<file path="config.mk">
export PLATFORM = sky130hd
export DESIGN_NAME = cl_div_seq
export DESIGN_NICKNAME = d
export VERILOG_FILES = /design/src/rtl/cl_div_pkg.sv /design/src/rtl/cl_div_deg_enc.sv /design/src/rtl/cl_div_seq.sv
export SDC_FILE = /design/constraint.sdc
export NUM_CORES = 1
export LEC_CHECK = 0
export ABC_AREA = 1
export BUFFER_PORTS_ARGS = -buffer_cell sky130_fd_sc_hd__buf_2
export CORE_MARGIN = 5
export CORE_UTILIZATION = 52
export DETAILED_ROUTE_END_ITERATION = 10
export GPL_TIMING_DRIVEN = 0
export PLACE_DENSITY = 0.77
export SKIP_CTS_REPAIR_TIMING = 1
export SYNTH_ARGS = -nofsm -noshare
export SYNTH_HDL_FRONTEND = slang
export SYNTH_SLANG_ARGS = --single-unit
export TNS_END_PERCENT = 1
</file>
<file path="constraint.sdc">
create_clock -name clk -period 2.3 [get_ports clk]
set_input_delay 0.46 -clock clk [delete_from_list [all_inputs] [get_ports clk]]
set_output_delay 0.46 -clock clk [all_outputs]
set_load 0.05 [all_outputs]
</file>
<file path="src/rtl/cl_div_pkg.sv">
// rtl/cl_div_pkg.sv - shared types and GF(2) long-division step helpers for cl_div_seq
package cl_div_pkg;

    typedef enum logic [1:0] {
        IDLE = 2'd0,
        CALC = 2'd1,
        DONE = 2'd2
    } state_t;

    // Widest operand the step helpers are written for; callers size down with casts.
    localparam int MAX_W = 64;
    typedef logic [MAX_W:0] poly_t;

    function automatic int cnt_w(input int w);
        return $clog2(2 * w + 1);
    endfunction

    function automatic int deg_w(input int w);
        return $clog2(w + 1);
    endfunction

    // Quotient bit produced by shifting the next dividend bit into the partial remainder.
    function automatic logic cl_div_qbit(input poly_t r, input logic b, input int deg);
        poly_t t;
        t = (r << 1) | poly_t'(b);
        return t[deg];
    endfunction

    // Partial remainder after one step; bits at or above deg are always zero on return.
    function automatic poly_t cl_div_step(input poly_t r, input logic b, input poly_t divisor,
                                          input int deg);
        poly_t t;
        t = (r << 1) | poly_t'(b);
        return t[deg] ? (t ^ divisor) : t;
    endfunction

endpackage

</file>
<file path="src/rtl/cl_div_deg_enc.sv">
// rtl/cl_div_deg_enc.sv - priority encoder: divisor polynomial -> degree and zero flag
module cl_div_deg_enc
    import cl_div_pkg::*;
#(
    parameter int W = 32
) (
    input  logic [W:0]            i_divisor,
    output logic [deg_w(W)-1:0]   o_deg,
    output logic                  o_zero
);
    localparam int DEG_W = deg_w(W);

    always_comb begin
        o_deg = '0;
        for (int i = 0; i <= W; i++) begin
            if (i_divisor[i]) o_deg = DEG_W'(i);
        end
    end

    assign o_zero = ~|i_divisor;

endmodule

</file>
<file path="src/rtl/cl_div_seq.sv">
// rtl/cl_div_seq.sv - sequential carry-less polynomial divider (start/busy/done)
// CL_DIV_RADIX4_EN selects two quotient bits per cycle; default build is one bit per cycle.
module cl_div_seq
    import cl_div_pkg::*;
#(
    parameter int DATA_WIDTH = 32
) (
    input  logic                      clk,
    input  logic                      rst_n,
    input  logic                      start,
    input  logic [2*DATA_WIDTH-1:0]   dividend,
    input  logic [DATA_WIDTH:0]       divisor,
    output logic                      busy,
    output logic                      done,
    output logic                      div_zero,
    output logic [2*DATA_WIDTH-1:0]   quotient,
    output logic [DATA_WIDTH-1:0]     remainder
);
    localparam int W     = DATA_WIDTH;
    localparam int CNT_W = cnt_w(W);
    localparam int DEG_W = deg_w(W);
`ifdef CL_DIV_RADIX4_EN
    localparam int SPC = 2;
`else
    localparam int SPC = 1;
`endif
    localparam logic [CNT_W-1:0] LAST = CNT_W'(2 * W / SPC - 1);

    state_t             r_state;
    logic [CNT_W-1:0]   r_cnt;
    logic [2*W-1:0]     r_dvd;
    logic [W:0]         r_dvs;
    logic [DEG_W-1:0]   r_deg;
    logic [2*W-1:0]     r_quo;
    logic [W-1:0]       r_rem;
    logic               r_busy;
    logic               r_done;
    logic               r_dz;

    logic [DEG_W-1:0]   w_deg;
    logic               w_zero;
    logic               w_q0;
    logic [W-1:0]       w_r0;
    logic [2*W-1:0]     w_dvd_nxt;
    logic [2*W-1:0]     w_quo_nxt;
    logic [W-1:0]       w_rem_nxt;

    cl_div_deg_enc #(.W(W)) u_deg_enc (
        .i_divisor (divisor),
        .o_deg     (w_deg),
        .o_zero    (w_zero)
    );

    assign w_q0 = cl_div_qbit(poly_t'(r_rem), r_dvd[2*W-1], int'(r_deg));
    assign w_r0 = W'(cl_div_step(poly_t'(r_rem), r_dvd[2*W-1], poly_t'(r_dvs), int'(r_deg)));

`ifdef CL_DIV_RADIX4_EN
    logic           w_q1;
    logic [W-1:0]   w_r1;

    // Second stage consumes the first stage's remainder within the same cycle.
    assign w_q1      = cl_div_qbit(poly_t'(w_r0), r_dvd[2*W-2], int'(r_deg));
    assign w_r1      = W'(cl_div_step(poly_t'(w_r0), r_dvd[2*W-2], poly_t'(r_dvs), int'(r_deg)));
    assign w_dvd_nxt = {r_dvd[2*W-3:0], 2'b00};
    assign w_quo_nxt = {r_quo[2*W-3:0], w_q0, w_q1};
    assign w_rem_nxt = w_r1;
`else
    assign w_dvd_nxt = {r_dvd[2*W-2:0], 1'b0};
    assign w_quo_nxt = {r_quo[2*W-2:0], w_q0};
    assign w_rem_nxt = w_r0;
`endif

    always_ff @(posedge clk) begin
        if (!rst_n) begin
            r_state <= IDLE;
            r_cnt   <= '0;
            r_dvd   <= '0;
            r_dvs   <= '0;
            r_deg   <= '0;
            r_quo   <= '0;
            r_rem   <= '0;
            r_busy  <= 1'b0;
            r_done  <= 1'b0;
            r_dz    <= 1'b0;
        end else begin
            r_done <= 1'b0;
            case (r_state)
                IDLE: begin
                    if (start) begin
                        r_busy <= 1'b1;
                        r_dvd  <= dividend;
                        r_dvs  <= divisor;
                        r_deg  <= w_deg;
                        r_cnt  <= '0;
                        r_quo  <= '0;
                        r_dz   <= w_zero;
                        if (w_zero) begin
                            r_rem   <= dividend[W-1:0];
                            r_done  <= 1'b1;
                            r_state <= DONE;
                        end else begin
                            r_rem   <= '0;
                            r_state <= CALC;
                        end
                    end
                end
                CALC: begin
                    r_dvd <= w_dvd_nxt;
                    r_quo <= w_quo_nxt;
                    r_rem <= w_rem_nxt;
                    r_cnt <= r_cnt + 1'b1;
                    if (r_cnt == LAST) begin
                        r_done  <= 1'b1;
                        r_state <= DONE;
                    end
                end
                DONE: begin
                    r_busy  <= 1'b0;
                    r_state <= IDLE;
                end
                default: r_state <= IDLE;
            endcase
        end
    end

    assign busy      = r_busy;
    assign done      = r_done;
    assign div_zero  = r_dz;
    assign quotient  = r_quo;
    assign remainder = r_rem;

endmodule

</file>
Word level (Yosys, flattened, before mapping)
Index checks and enable logic that the tools add are counted.

$add $sub $neg: 1. $mul: 0. Divide/modulo/power cells: 0. Order comparisons: 1. Eq/ne operators: 5. Shift-type cells: 0. Multiplexer cells: 54. Bitwise operators: 2. Reduce and logical (&&, ||, !) cells: 9.

Operator list (number): one-hot mux 64 bit (2 select lines) (2); two-way mux 64 bit (2); two-way mux 32 bit (3); two-way mux 5 bit (16); one-hot mux 32 bit (2 select lines) (1); bitwise OR 33 x 1 -> 33 bit (1); OR reduction 33 bit (1); two-way mux 4 bit (8); bitwise XOR 32 bit (1); one-hot mux 7 bit (2 select lines) (1); two-way mux 3 bit (4); two-way mux 2 bit (5); less-than comparator 6 x 8 -> 1 bit, second input constant (1); AND reduction 2 bit (4); adder 7 x 1 -> 7 bit, second input constant (1); == test 7 x 6 -> 1 bit, second input constant (1); two-way mux 7 bit (1); binary-select mux 1 bit (select 6 bit) (1); two-way mux 1 bit (6); two-way mux 6 bit (1); inequality test 2 bit, second input constant (2); one-hot mux 1 bit (2 select lines) (2); one-hot mux 2 bit (2 select lines) (1); nonzero test 2 bit (2); other kinds (4) (4).

Register bits: 210. Latch bits: 0. Bits in writable memories: 0. Bits in read-only memories: 0. Bits of input ports: 100. Word-level logic and storage cells: 82. Memories: 0.

Depth between registers and ports, before layout
Depth after elaboration: 32. Gate-level depth with buffers: 33.

By module
From an unflattened synthesis, not the netlist that was laid out.

Cell total of the unflattened synthesis: 1337. Area, all modules: 9340.2 um2.

By module, submodules not included: cl_div_seq (instances 1, cells an instance 1233, area an instance 8881.0 um2, sequential area each 4204.0 um2); cl_div_deg_enc (instances 1, cells an instance 104, area an instance 459.2 um2, sequential area each 0.0 um2).

Worst setup path after synthesis
No wires, ideal clock.

Kind: in2reg. From: in divisor[2]. To: reg r_deg[0]. Data arrival time: 1.902 ns. Slack: 0.331 ns. Stages: 33. Buffers on the path: 0. Cells stage by stage: inv_2 nand2_1 nand2_1 nand2_1 nand2_1 nand2_1 nand2_1 nand2_1 nand2_1 nand2_1 nand2_1 nand2_1 nand2_1 nand2_1 nand2_1 nand2_1 nand2_1 nand2_1 nand2_1 nand2_1 nand2_1 nand2_1 nand2_1 nand2_1 nand2_1 nand2_1 nand2_1 nand2_1 nand2_1 nand2_1 nand2_1 nand2_1 a21oi_2.

Word-level cells in the longest chain between the ends: 31.

RTL lines: from (decl) (RTL line cl_div_seq.sv:12) `input logic [DATA_WIDTH:0] divisor,`; two-way mux 2 bit (2 in a row) (RTL line cl_div_deg_enc.sv:16) `if (i_divisor[i]) o_deg = DEG_W'(i);`; two-way mux 3 bit (4 in a row) (RTL line cl_div_deg_enc.sv:16); two-way mux 4 bit (8 in a row) (RTL line cl_div_deg_enc.sv:16); two-way mux 5 bit (16 in a row) (RTL line cl_div_deg_enc.sv:16); two-way mux 6 bit (RTL line cl_div_deg_enc.sv:16); to (signal assigned) (RTL line cl_div_seq.sv:93) `r_deg <= w_deg;`; to (decl) (RTL line cl_div_seq.sv:33) `logic [DEG_W-1:0] r_deg;`.

Every way passes these cells. A chain may end at the register's enable or synchronous reset.

Final worst setup path
From: reg r_state[0]. To: reg r_rem[12], in the netlist remainder[12].

Word-level cells in the longest chain between the ends: 3. Elaborated cells on any way between the ends: 6. Those cells by class: eq/ne: 2; mux: 1; reduce/logical: 3.

RTL lines: from (decl) (RTL line cl_div_seq.sv:29) `state_t r_state;`; from (signal assigned) (RTL line cl_div_seq.sv:75) `r_state <= IDLE;`; from (signal assigned) (RTL line cl_div_seq.sv:100) `r_state <= DONE;`; from (signal assigned) (RTL line cl_div_seq.sv:103) `r_state <= CALC;`; == test 2 x 1 -> 1 bit / zero test 2 bit (equally long branches) (RTL line cl_div_seq.sv:87) `case (r_state)`; nonzero test 2 bit (no line) / inequality test 2 bit (equally long branches); AND reduction 2 bit (no line); to (signal assigned) (RTL line cl_div_seq.sv:98) `r_rem <= dividend[W-1:0];`; to (signal assigned) (RTL line cl_div_seq.sv:110) `r_rem <= w_rem_nxt;`; to (decl) (RTL line cl_div_seq.sv:35) `logic [W-1:0] r_rem;`.

Parallel ways exist; a longest one is shown, timed or not.

==> metrics <==
HPWL after detailed placement=20,450 um; top achievable clock speed=0.4463 GHz; biggest fanout along the worst timing path=10; First DRT Iteration DRCs=921; final routed DRC violation total=0; first-pass iteration count of the detailed router=5; post-route non-filler standard cell count=about 1,800; Max Cap Viol=0; total global routing overflow=0; average cell area after synthesis=roughly 7 um^2; sequential fraction of the synthesis area=0.4645; synthesized cell area=just over 9000 um^2; worst clock skew=roughly 0.014 ns; Mapped Nets=1,389; clock root buffer master=sky130_fd_sc_hd__clkbuf_16; Die Area=around 20,000 um^2; number of global-route vias before repair=about 9,200; sequential cell area in the final layout=~4200 um^2; CTS tree=done; Worst setup EP type=flop; number of antenna violations at the first check in global routing=2; clock insertion delay at the later pin of the skew report=0.51 ns; final net count=roughly 1,600; depth of the CTS H-tree=1; Gate Count Post-Synth=between 1,000 and 1,500; horizontal die dimension=141.9 um; layout filler cell count=1,638; via density per instance=5.505; gp weighted congestion=about 0.96; CORE AREA=17,180 um^2; number of clock buffers inserted by TritonCTS=23; input/output buffers=198; largest cells by area after synthesis=sky130_fd_sc_hd__dfxtp_1, sky130_fd_sc_hd__nand2_1, sky130_fd_sc_hd__a21oi_1; worst path arrival time=2.60 ns; Die Y-Extent=~140 um; Slew @ Worst Pin=0.6729 ns; fraction of the core area covered by cells at the end of the flow=0.6501; clock-pin slew on the worst setup and hold paths=0.06 ns; number of slew-limit violations in the final report=0; area overhead of the layout relative to synthesis=23.38%; run status=finished clean; first-pass GRT wire length=44,850 um; library cell with the largest summed area after synthesis=sky130_fd_sc_hd__dfxtp_1; WL/cell=roughly 16 um; vias after detailed routing=9,650; Max Root-Sink Buffers=3; RSZ-0062 raised after global routing=true; count of distinct cell types in the synthesized netlist=25; final hold slack=around 0.21 ns; number of register bits inferred by synthesis=210; static leakage=4.497 nW; crit start category=flop; total power=between 9 and 10 mW; cell area power density=819.3 nW/um^2; fraction of layout instances using a drive strength above 1=0.1801; shortest period the worst path allows=2.240 ns; Placed Instances=between 1,500 and 2,000; number of placement rows=48; fin crit share=0.9741; Warnings, synthesis=0; initial core utilization=0.5270; Worst Setup Path Type=reg2reg; final count of negative-setup-slack endpoints=0; total length of routed wires=27,840 um; share of the synthesized area in the top cell type=0.4645; post-detailed-route count of antenna-violating nets=0; data required time of the critical path=2.66 ns; overall routing resource usage=0.2692; headroom to the max-slew limit=0.5514; maximum VDD drop=roughly 570 uV; class of the most critical hold timing path=in2reg; Multi-input gate area=4190 um^2; clock sink total=210; Top Ports=199; total negative setup slack=0 ns; largest net degree at the start of global routing=15; final number of hold-violating endpoints=0
[cells in the final DEF (no fill, tap or decap), types with 2 or more instances in the layout]
cell,instances
sky130_fd_sc_hd__a221oi_1,3
sky130_fd_sc_hd__buf_2,200
sky130_fd_sc_hd__o21ai_0,169
sky130_fd_sc_hd__a21oi_2,7
sky130_fd_sc_hd__inv_2,11
sky130_fd_sc_hd__buf_4,2
sky130_fd_sc_hd__inv_1,70
sky130_fd_sc_hd__nand2_2,3
sky130_fd_sc_hd__clkbuf_1,80
sky130_fd_sc_hd__clkbuf_16,23
sky130_fd_sc_hd__nor3_1,2
sky130_fd_sc_hd__nand4_1,2
sky130_fd_sc_hd__clkbuf_2,9
sky130_fd_sc_hd__a31oi_1,64
sky130_fd_sc_hd__buf_6,4
sky130_fd_sc_hd__o21ai_1,37
sky130_fd_sc_hd__nand3_1,48
sky130_fd_sc_hd__clkbuf_8,2
sky130_fd_sc_hd__bufinv_16,3
sky130_fd_sc_hd__clkinv_2,4
sky130_fd_sc_hd__o211ai_1,2
sky130_fd_sc_hd__a21oi_1,180
sky130_fd_sc_hd__buf_1,4
sky130_fd_sc_hd__nand2_1,342
sky130_fd_sc_hd__dfxtp_1,210
sky130_fd_sc_hd__nor2_1,35
[report_power, final]
group	switching, mW	total (mW)	internal (mW)
Combinational	0.982	1.40	0.415
Sequential	0.156	4.03	3.87
Clock	1.49	3.73	2.24
[metrics by stage]
stage / worst slack [ns] / cell area, um^2
global route: -0.02347 / 11170
finish: 0.05950 / 11170
CTS: -0.2546 / 11080
detailed placement: -0.4334 / 10320
floorplan: 0.3311 / 9051
global placement: -0.3869 / 10320
[Yosys cell counts]
cell / number
sky130_fd_sc_hd__nor4_1: 1
sky130_fd_sc_hd__buf_2: 3
sky130_fd_sc_hd__ha_1: 1
sky130_fd_sc_hd__bufinv_8: 1
sky130_fd_sc_hd__nor2_1: 35
sky130_fd_sc_hd__o21ai_0: 169
sky130_fd_sc_hd__inv_2: 11
sky130_fd_sc_hd__a221oi_1: 3
sky130_fd_sc_hd__o211ai_1: 2
sky130_fd_sc_hd__clkbuf_1: 85
sky130_fd_sc_hd__nand3_1: 49
sky130_fd_sc_hd__buf_1: 5
sky130_fd_sc_hd__nand4_1: 2
sky130_fd_sc_hd__a21oi_2: 1
sky130_fd_sc_hd__a21oi_1: 186
sky130_fd_sc_hd__nand2_1: 345
sky130_fd_sc_hd__nand2_2: 1
sky130_fd_sc_hd__a31oi_1: 64
sky130_fd_sc_hd__nor3_1: 2
sky130_fd_sc_hd__dfxtp_1: 210
sky130_fd_sc_hd__inv_1: 70
sky130_fd_sc_hd__o221a_1: 1
sky130_fd_sc_hd__a211oi_1: 1
sky130_fd_sc_hd__buf_4: 3
sky130_fd_sc_hd__o21ai_1: 37
[cell type report]
| type | count | area share |
|---|---|---|
| Buffer | 96 | 0.03653 |
| Timing Repair Buffer | 200 | 0.09008 |
| Antenna cell | 1 | 0.0002241 |
| Clock buffer | 29 | 0.05535 |
| Multi-Input combinational cell | 900 | 0.3752 |
| Clock inverter | 10 | 0.01210 |
| Tap cell | 225 | 0.02521 |
| Inverter | 82 | 0.02880 |
| Sequential cell | 210 | 0.3765 |
[state kept, by name, indices dropped and copies added, names as in the netlist]
register	cells
quotient	64
r_dvd	64
r_dvs	32
remainder	32
r_cnt	7
r_deg	6
r_state	2
busy	1
div_zero	1
done	1
[metal layers]
layer,wire length (um),share of wire,vias up,global-route usage
met2,12300,0.44,409,0.4249
met5,13,0.00047,-,0
met4,760,0.027,2,0.08182
met1,11950,0.43,4395,0.3693
li1,-,-,4792,-
met3,2821,0.10,52,0.06351
[cell families after synthesis]
| group | synth area share |
|---|---|
| flip-flops | 0.4645 |
| buffers and inverters | 0.07700 |
| AND/OR/NAND/NOR | 0.1886 |
| adder cells (fa/ha/maj) | 0.001382 |
| AO/OA/AOI/OAI | 0.2686 |
[critical path: stages, from the launching register on]
cell                       delay, ns
sky130_fd_sc_hd__dfxtp_1        0.31
sky130_fd_sc_hd__inv_2          0.05
sky130_fd_sc_hd__nand2_1        0.04
sky130_fd_sc_hd__nor2_1         0.27
sky130_fd_sc_hd__inv_1          0.25
sky130_fd_sc_hd__nand2_2        0.26
sky130_fd_sc_hd__buf_2          0.32
sky130_fd_sc_hd__clkbuf_1       0.42
sky130_fd_sc_hd__a31oi_1        0.16
[worst paths after layout]
kind | startpoint | endpoint | slack [ns] | cells after the start
worst min-delay path | divisor[23] | r_dvs[23] | 0.21 | 3
worst max register to register | r_state[0] | remainder[12] | 0.06 | 8
worst max-delay path | r_state[0] | remainder[12] | 0.06 | 8
worst min register to register | r_dvd[6] | r_dvd[7] | 0.45 | 2
Note: power is estimated with default switching activity, not from simulation.
